### config.mk
export PLATFORM = sky130hd
export DESIGN_NAME = mte_arbiter_flat
export DESIGN_NICKNAME = d
export VERILOG_FILES = /design/src/rtl/mte_arbiter_if.sv /design/src/rtl/mte_arbiter.sv /design/src/flat_wrapper.sv
export SDC_FILE = /design/constraint.sdc
export NUM_CORES = 1
export LEC_CHECK = 0
export BUFFER_PORTS_ARGS = -buffer_cell sky130_fd_sc_hd__buf_2
export CORE_MARGIN = 2
export CORE_UTILIZATION = 35
export CTS_CLUSTER_DIAMETER = 120
export DETAILED_ROUTE_END_ITERATION = 16
export MAX_ROUTING_LAYER = met4
export SYNTH_ARGS = -nofsm -noshare
export SYNTH_HDL_FRONTEND = slang
export SYNTH_SLANG_ARGS = --single-unit
### constraint.sdc
create_clock -name clock -period 4.1 [get_ports clock]
set_clock_uncertainty 0.1 [all_clocks]
set_input_delay 0.615 -clock clock [delete_from_list [all_inputs] [get_ports clock]]
set_output_delay 0.615 -clock clock [all_outputs]
set_load 0.05 [all_outputs]
### src/rtl/mte_arbiter_if.sv
// Requester-side port of the MTE arbiter: request with operands in, handshake and result out.
// The master modport is the host; the slave modport is the arbiter.
interface mte_arbiter_if #(
    parameter int N = 8
);
    logic         req;
    logic         sel;
    logic [N-1:0] key;
    logic [N-1:0] data;
    logic         ack;
    logic         done;
    logic [N-1:0] result;
    logic         valid;

    modport master (
        output req, sel, key, data,
        input  ack, done, result, valid
    );

    modport slave (
        input  req, sel, key, data,
        output ack, done, result, valid
    );
endinterface

### src/rtl/mte_arbiter.sv
// Round-robin arbiter that time-shares one MAC-then-encrypt engine between two hosts,
// holding engine inputs for LATENCY cycles and returning the result with a done pulse.
module mte_arbiter #(
    parameter int N       = 8,
    parameter int LATENCY = 2
) (
    input  logic         clock,
    input  logic         reset_n,
    mte_arbiter_if.slave host0,
    mte_arbiter_if.slave host1,
    output logic [N-1:0] eng_key,
    output logic [N-1:0] eng_in,
    output logic         eng_sel,
    input  logic [N-1:0] eng_out,
    input  logic         eng_valid_key,
    output logic         busy
);
    localparam int CW = $clog2(LATENCY + 1);

    if (LATENCY < 1) begin : g_bad_latency
        $error("mte_arbiter: LATENCY must be >= 1");
    end

    typedef enum logic [1:0] {IDLE, BUSY, DONE} state_t;

    state_t        state, state_nxt;
    logic [CW-1:0] cnt;
    logic          last_gnt;
    logic          gnt;
    logic          gnt_id;
    logic          capture;
    logic          sample;
    logic [N:0]    formed;

    // Decrypt results are only released when the MAC check passed; otherwise zeroed.
    function automatic logic [N:0] form_result(input logic sel, input logic [N-1:0] res,
                                               input logic mac_ok);
        if (sel)
            return {1'b1, res};
        else if (mac_ok)
            return {1'b1, res};
        else
            return {1'b0, {N{1'b0}}};
    endfunction

    assign formed = form_result(eng_sel, eng_out, eng_valid_key);
    assign busy   = (state != IDLE);

    always_ff @(posedge clock or negedge reset_n) begin
        if (!reset_n)
            state <= IDLE;
        else
            state <= state_nxt;
    end

    always_comb begin
        state_nxt = state;
        capture   = 1'b0;
        sample    = 1'b0;
        // Port 0 wins unless port 1 also requests and port 0 was served last.
        gnt_id    = (host0.req && (!host1.req || last_gnt)) ? 1'b0 : 1'b1;
        case (state)
            IDLE: begin
                if (host0.req || host1.req) begin
                    capture   = 1'b1;
                    state_nxt = BUSY;
                end
            end
            BUSY: begin
                if (cnt == CW'(1)) begin
                    sample    = 1'b1;
                    state_nxt = DONE;
                end
            end
            DONE:    state_nxt = IDLE;
            default: state_nxt = IDLE;
        endcase
    end

    always_ff @(posedge clock or negedge reset_n) begin
        if (!reset_n) begin
            eng_key  <= '0;
            eng_in   <= '0;
            eng_sel  <= 1'b0;
            gnt      <= 1'b0;
            last_gnt <= 1'b1;
            cnt      <= '0;
        end else if (capture) begin
            eng_key  <= gnt_id ? host1.key  : host0.key;
            eng_in   <= gnt_id ? host1.data : host0.data;
            eng_sel  <= gnt_id ? host1.sel  : host0.sel;
            gnt      <= gnt_id;
            last_gnt <= gnt_id;
            cnt      <= CW'(LATENCY);
        end else if (state == BUSY) begin
            cnt      <= cnt - CW'(1);
        end
    end

    always_ff @(posedge clock or negedge reset_n) begin
        if (!reset_n) begin
            host0.ack    <= 1'b0;
            host0.done   <= 1'b0;
            host0.result <= '0;
            host0.valid  <= 1'b0;
        end else begin
            host0.ack  <= capture && !gnt_id;
            host0.done <= sample && !gnt;
            if (sample && !gnt) begin
                host0.result <= formed[N-1:0];
                host0.valid  <= formed[N];
            end
        end
    end

    always_ff @(posedge clock or negedge reset_n) begin
        if (!reset_n) begin
            host1.ack    <= 1'b0;
            host1.done   <= 1'b0;
            host1.result <= '0;
            host1.valid  <= 1'b0;
        end else begin
            host1.ack  <= capture && gnt_id;
            host1.done <= sample && gnt;
            if (sample && gnt) begin
                host1.result <= formed[N-1:0];
                host1.valid  <= formed[N];
            end
        end
    end
endmodule

### src/flat_wrapper.sv
// flat-port wrapper written by rule: the top's interface ports become plain ports
module mte_arbiter_flat 
#(
    parameter int N       = 8,
    parameter int LATENCY = 2
)
  (clock, reset_n, eng_key, eng_in, eng_sel, eng_out, eng_valid_key, busy, host0_req, host0_sel, host0_key, host0_data, host0_ack, host0_done, host0_result, host0_valid, host1_req, host1_sel, host1_key, host1_data, host1_ack, host1_done, host1_result, host1_valid);
  mte_arbiter_if #(.N(N)) host0_i ();
  mte_arbiter_if #(.N(N)) host1_i ();
  input  logic clock;
  input  logic reset_n;
  output logic [N-1:0] eng_key;
  output logic [N-1:0] eng_in;
  output logic eng_sel;
  input  logic [N-1:0] eng_out;
  input  logic eng_valid_key;
  output logic busy;
  input wire logic [$bits(host0_i.req)-1:0] host0_req;
  input wire logic [$bits(host0_i.sel)-1:0] host0_sel;
  input wire logic [$bits(host0_i.key)-1:0] host0_key;
  input wire logic [$bits(host0_i.data)-1:0] host0_data;
  output wire logic [$bits(host0_i.ack)-1:0] host0_ack;
  output wire logic [$bits(host0_i.done)-1:0] host0_done;
  output wire logic [$bits(host0_i.result)-1:0] host0_result;
  output wire logic [$bits(host0_i.valid)-1:0] host0_valid;
  input wire logic [$bits(host1_i.req)-1:0] host1_req;
  input wire logic [$bits(host1_i.sel)-1:0] host1_sel;
  input wire logic [$bits(host1_i.key)-1:0] host1_key;
  input wire logic [$bits(host1_i.data)-1:0] host1_data;
  output wire logic [$bits(host1_i.ack)-1:0] host1_ack;
  output wire logic [$bits(host1_i.done)-1:0] host1_done;
  output wire logic [$bits(host1_i.result)-1:0] host1_result;
  output wire logic [$bits(host1_i.valid)-1:0] host1_valid;
  assign host0_i.req = host0_req;
  assign host0_i.sel = host0_sel;
  assign host0_i.key = host0_key;
  assign host0_i.data = host0_data;
  assign host0_ack = host0_i.ack;
  assign host0_done = host0_i.done;
  assign host0_result = host0_i.result;
  assign host0_valid = host0_i.valid;
  assign host1_i.req = host1_req;
  assign host1_i.sel = host1_sel;
  assign host1_i.key = host1_key;
  assign host1_i.data = host1_data;
  assign host1_ack = host1_i.ack;
  assign host1_done = host1_i.done;
  assign host1_result = host1_i.result;
  assign host1_valid = host1_i.valid;
  mte_arbiter #(.N(N), .LATENCY(LATENCY)) u_core (.clock(clock), .reset_n(reset_n), .host0(host0_i), .host1(host1_i), .eng_key(eng_key), .eng_in(eng_in), .eng_sel(eng_sel), .eng_out(eng_out), .eng_valid_key(eng_valid_key), .busy(busy));
endmodule
==> reports/metrics.csv <==
stage;metric;value;unit
drt;drt wl/cell;13.3;um
placed_design;hpwl dp;3030;um
setup_path;WP data arrival;1.30;ns
cells_and_area;commonest non-fill, non-tap cell in the layout;buf_2;
placed_design;gp weighted congestion;0.751;
logic_synthesis;post-synthesis compound-gate area fraction;16.4;%
logic_synthesis;Cell Area, Synth;0.00183;mm2
cells_and_area;Multi-input gate area;619;um2
timing;final setup fails;0;
timing;post-layout minimum cycle time;2.02;ns
setup_path;crit path max fanout;21;
cells_and_area;Area Growth Syn to Fin;29.8;%
timing;Fin. Hold Viols;0;
setup_path;Req. time, crit path;3.38;ns
cts;CTS Buffer Depth;2;
cells_and_area;storage element area;0.00113;mm2
placed_design;port buffer count;86;
power_and_ir_drop;PwrDens;973;mW/mm2
floorplanning;Horiz. Die Dim;76.4;um
cts;CTS Hold Bufs;0;
logic_synthesis;leading area contributor after synthesis;dfrtp_1;
power_and_ir_drop;Max VDD drop;344;uV
drt;Initial DRC Count;36;
logic_synthesis;main area contributors after synthesis;dfrtp_1 (60%), a221o_1 (9.3%), and3_2 (5.7%);
floorplanning;core area;0.00507;mm2
cts;CTS tree;done;
setup_path;Worst Path Buf+Inv;3;
drt;Routed Wire Length;4180;um
drt;vias per cell;4.75;
global_routing;largest net degree at the start of global routing;46;
logic_synthesis;sequential share of the synthesized area;61.5;%
logic_synthesis;largest family of logic cells by synthesized area;compound AO/OA/AOI/OAI gates;
cts;clk root buf;clkbuf_8;
cts;postcts setup bufs;0;
drt;total number of vias;1493;
cells_and_area;fin nets;291;
setup_path;Crit path max-delay family;buffers and inverters;
drt;# DRC;0;
setup_path;Crit. End Element;output pin;
floorplanning;die height;76.4;um
timing;RSZ-0062 raised after global routing;false;
cells_and_area;antenna cells;0;
floorplanning;Ports;87;
cts;CTS sink cnt;45;
timing;Pins Over Slew Limit;0;
logic_synthesis;xor and xnor area share after synthesis;0.477;%
drt;remaining antenna violation count;0;
run;Max-Cap Viols;0;
logic_synthesis;Synth top area share;60.0;%
cts;Clock Pin Slew Worst Setup and Hold Paths;0.08;ns
global_routing;initial antenna violation count;0;
floorplanning;standard-cell rows;26;
logic_synthesis;synthesized-area fraction occupied by and/or/nand/nor cells;16.2;%
global_routing;number of global-route vias before repair;1470;
cts;Worst-Skew Late Latency;0.30;ns
logic_synthesis;Syn Inst Count;159;
setup_path;reg-to-reg slack, setup;2.29;ns
floorplanning;Starting Density;36.1;%
cts;CTS buffer count;5;
power_and_ir_drop;Leak;0.00133;uW
cts;CTS resizes;0;
cells_and_area;fillers;509;
cells_and_area;most frequent cells in the layout;buf_2 (86), dfrtp_1 (44), nand2_1 (27), o21ai_0 (18), a221o_1 (17);
timing;TNS Setup;0;ns
global_routing;first-pass GRT wire length;6920;um
floorplanning;die area;0.00584;mm2
hold_path;worst min path class;in -> async;
setup_path;Startpoint Class;flip-flop;
logic_synthesis;mux cell area share after synthesis;0;%
setup_path;category of the most critical setup path;reg -> out;
setup_path;Worst path max stage delay;0.41;ns
logic_synthesis;Post-Synthesis Net Count;207;
timing;hold_ws;0.376;ns
cts;htree depth;2;
timing;fin crit share;49.2;%
timing;maximum clock rate;496;MHz
logic_synthesis;Post-Synth Adder-Cell Area;0.682;%
logic_synthesis;Yosys cell types;26;
setup_path;CP cell instances;nor2_1 -> buf_4 -> inv_1 -> buf_2;
global_routing;total track usage;15.4;%
logic_synthesis;number of synthesized register bits;45;
timing;worst rel slew slack;34.4;%
timing;Least-Margin Pin Slew;0.981;ns
status;status;completed;
setup_path;CP max-delay cell;dfrtp_1;
logic_synthesis;Yosys warnings;0;
drt;1st-pass router iterations;4;
global_routing;gr ovfl total;0;
logic_synthesis;syn avg cell area;11.5;um2
cells_and_area;layout cell share with drive strength beyond 1;45.9;%
## kinds of logic (layout without fill, tap and decap cells)
family,after synthesis,in the layout
xor+xnor,1,1
simple gates,55,55
flops,45,45
buf+inv,16,101
fa+ha+maj,1,1
compound gates,41,41
## layout make-up
type | instances | area share [%]
Clock inverter | 2 | 0.420
Timing Repair Buffer | 88 | 18.7
Clock buffer | 6 | 3.05
Tap cell | 70 | 3.68
Inverter | 5 | 0.788
Multi-Input combinational cell | 98 | 26.0
Sequential cell | 45 | 47.3
## state kept, by name, indices dropped and copies added (netlist names)
| name | cells |
|---|---|
| u_core.host1.result | 8 |
| u_core.eng_in | 8 |
| u_core.last_gnt | 1 |
| u_core.host1.done | 1 |
| u_core.host0.ack | 1 |
| u_core.eng_sel | 1 |
| u_core.host1.valid | 1 |
| u_core.host0.result | 8 |
| u_core.host1.ack | 1 |
| u_core.gnt | 1 |
| u_core.host0.done | 1 |
| u_core.host0.valid | 1 |
| u_core.eng_key | 8 |
| u_core.cnt | 2 |
| u_core.state | 2 |
## Yosys cell counts
library cell / n
buf_2: 1
nand2_1: 27
inv_1: 5
buf_4: 3
o211ai_1: 1
nor2b_1: 1
dfstp_2: 1
nand4b_1: 1
ha_1: 1
nand4bb_1: 1
a21o_1: 2
clkbuf_1: 5
o21ai_1: 1
and2_1: 2
a21boi_1: 1
dfrtp_1: 44
nor2_1: 2
nand2b_1: 1
or2_2: 1
a221o_1: 17
and3_2: 14
o21ai_0: 19
buf_6: 2
xor2_1: 1
and3_1: 4
and2_2: 1
## path summary, 6_finish.rpt
path,startpoint,end,cells past startpoint
worst min-delay path,reset_n,u_core.host1.done$_DFF_PN0_,1
max in group asynchronous,reset_n,u_core.cnt[1]$_DFFE_PN0P_,1
worst min register to register,u_core.host1.result[6]$_DFFE_PN0P_,u_core.host1.result[6]$_DFFE_PN0P_,2
worst max register to register,u_core.state[1]$_DFFE_PN0P_,u_core.eng_key[0]$_DFFE_PN0P_,5
worst max-delay path,u_core.state[1]$_DFFE_PN0P_,busy,4
min in group clock,u_core.host1.result[6]$_DFFE_PN0P_,u_core.host1.result[6]$_DFFE_PN0P_,2
## through the flow
step | util (%) | cell area, um2 | power (uW) | worst slack (ns) | cells
2_1_floorplan | - | 1830 | 1780 | 2.29 | 159
3_3_place_gp | 45.3 | 2300 | 2060 | 1.99 | 306
3_5_place_dp | 45.3 | 2300 | 2070 | 1.98 | 306
4_1_cts | 46.9 | 2380 | 2340 | 2.07 | 314
5_1_grt | 46.9 | 2380 | 2460 | 1.99 | 314
6_report | 46.9 | 2380 | 2320 | 2.08 | 314
## where the power goes
part | switching [uW] | internal (uW)
Sequential | 108 | 655
Clock | 145 | 118
Combinational | 955 | 335
Total | 1210 | 1110
## per-layer routing
metal | part of all wire (%) | track usage, % | up-vias
li1 | - | - | 730
met1 | 46 | 20.5 | 682
met2 | 44 | 22.4 | 76
met3 | 8.9 | 5.09 | 5
met4 | 0.96 | 4.91 | 0
met5 | 0 | - | -
Power figures use the tool's default switching activity.
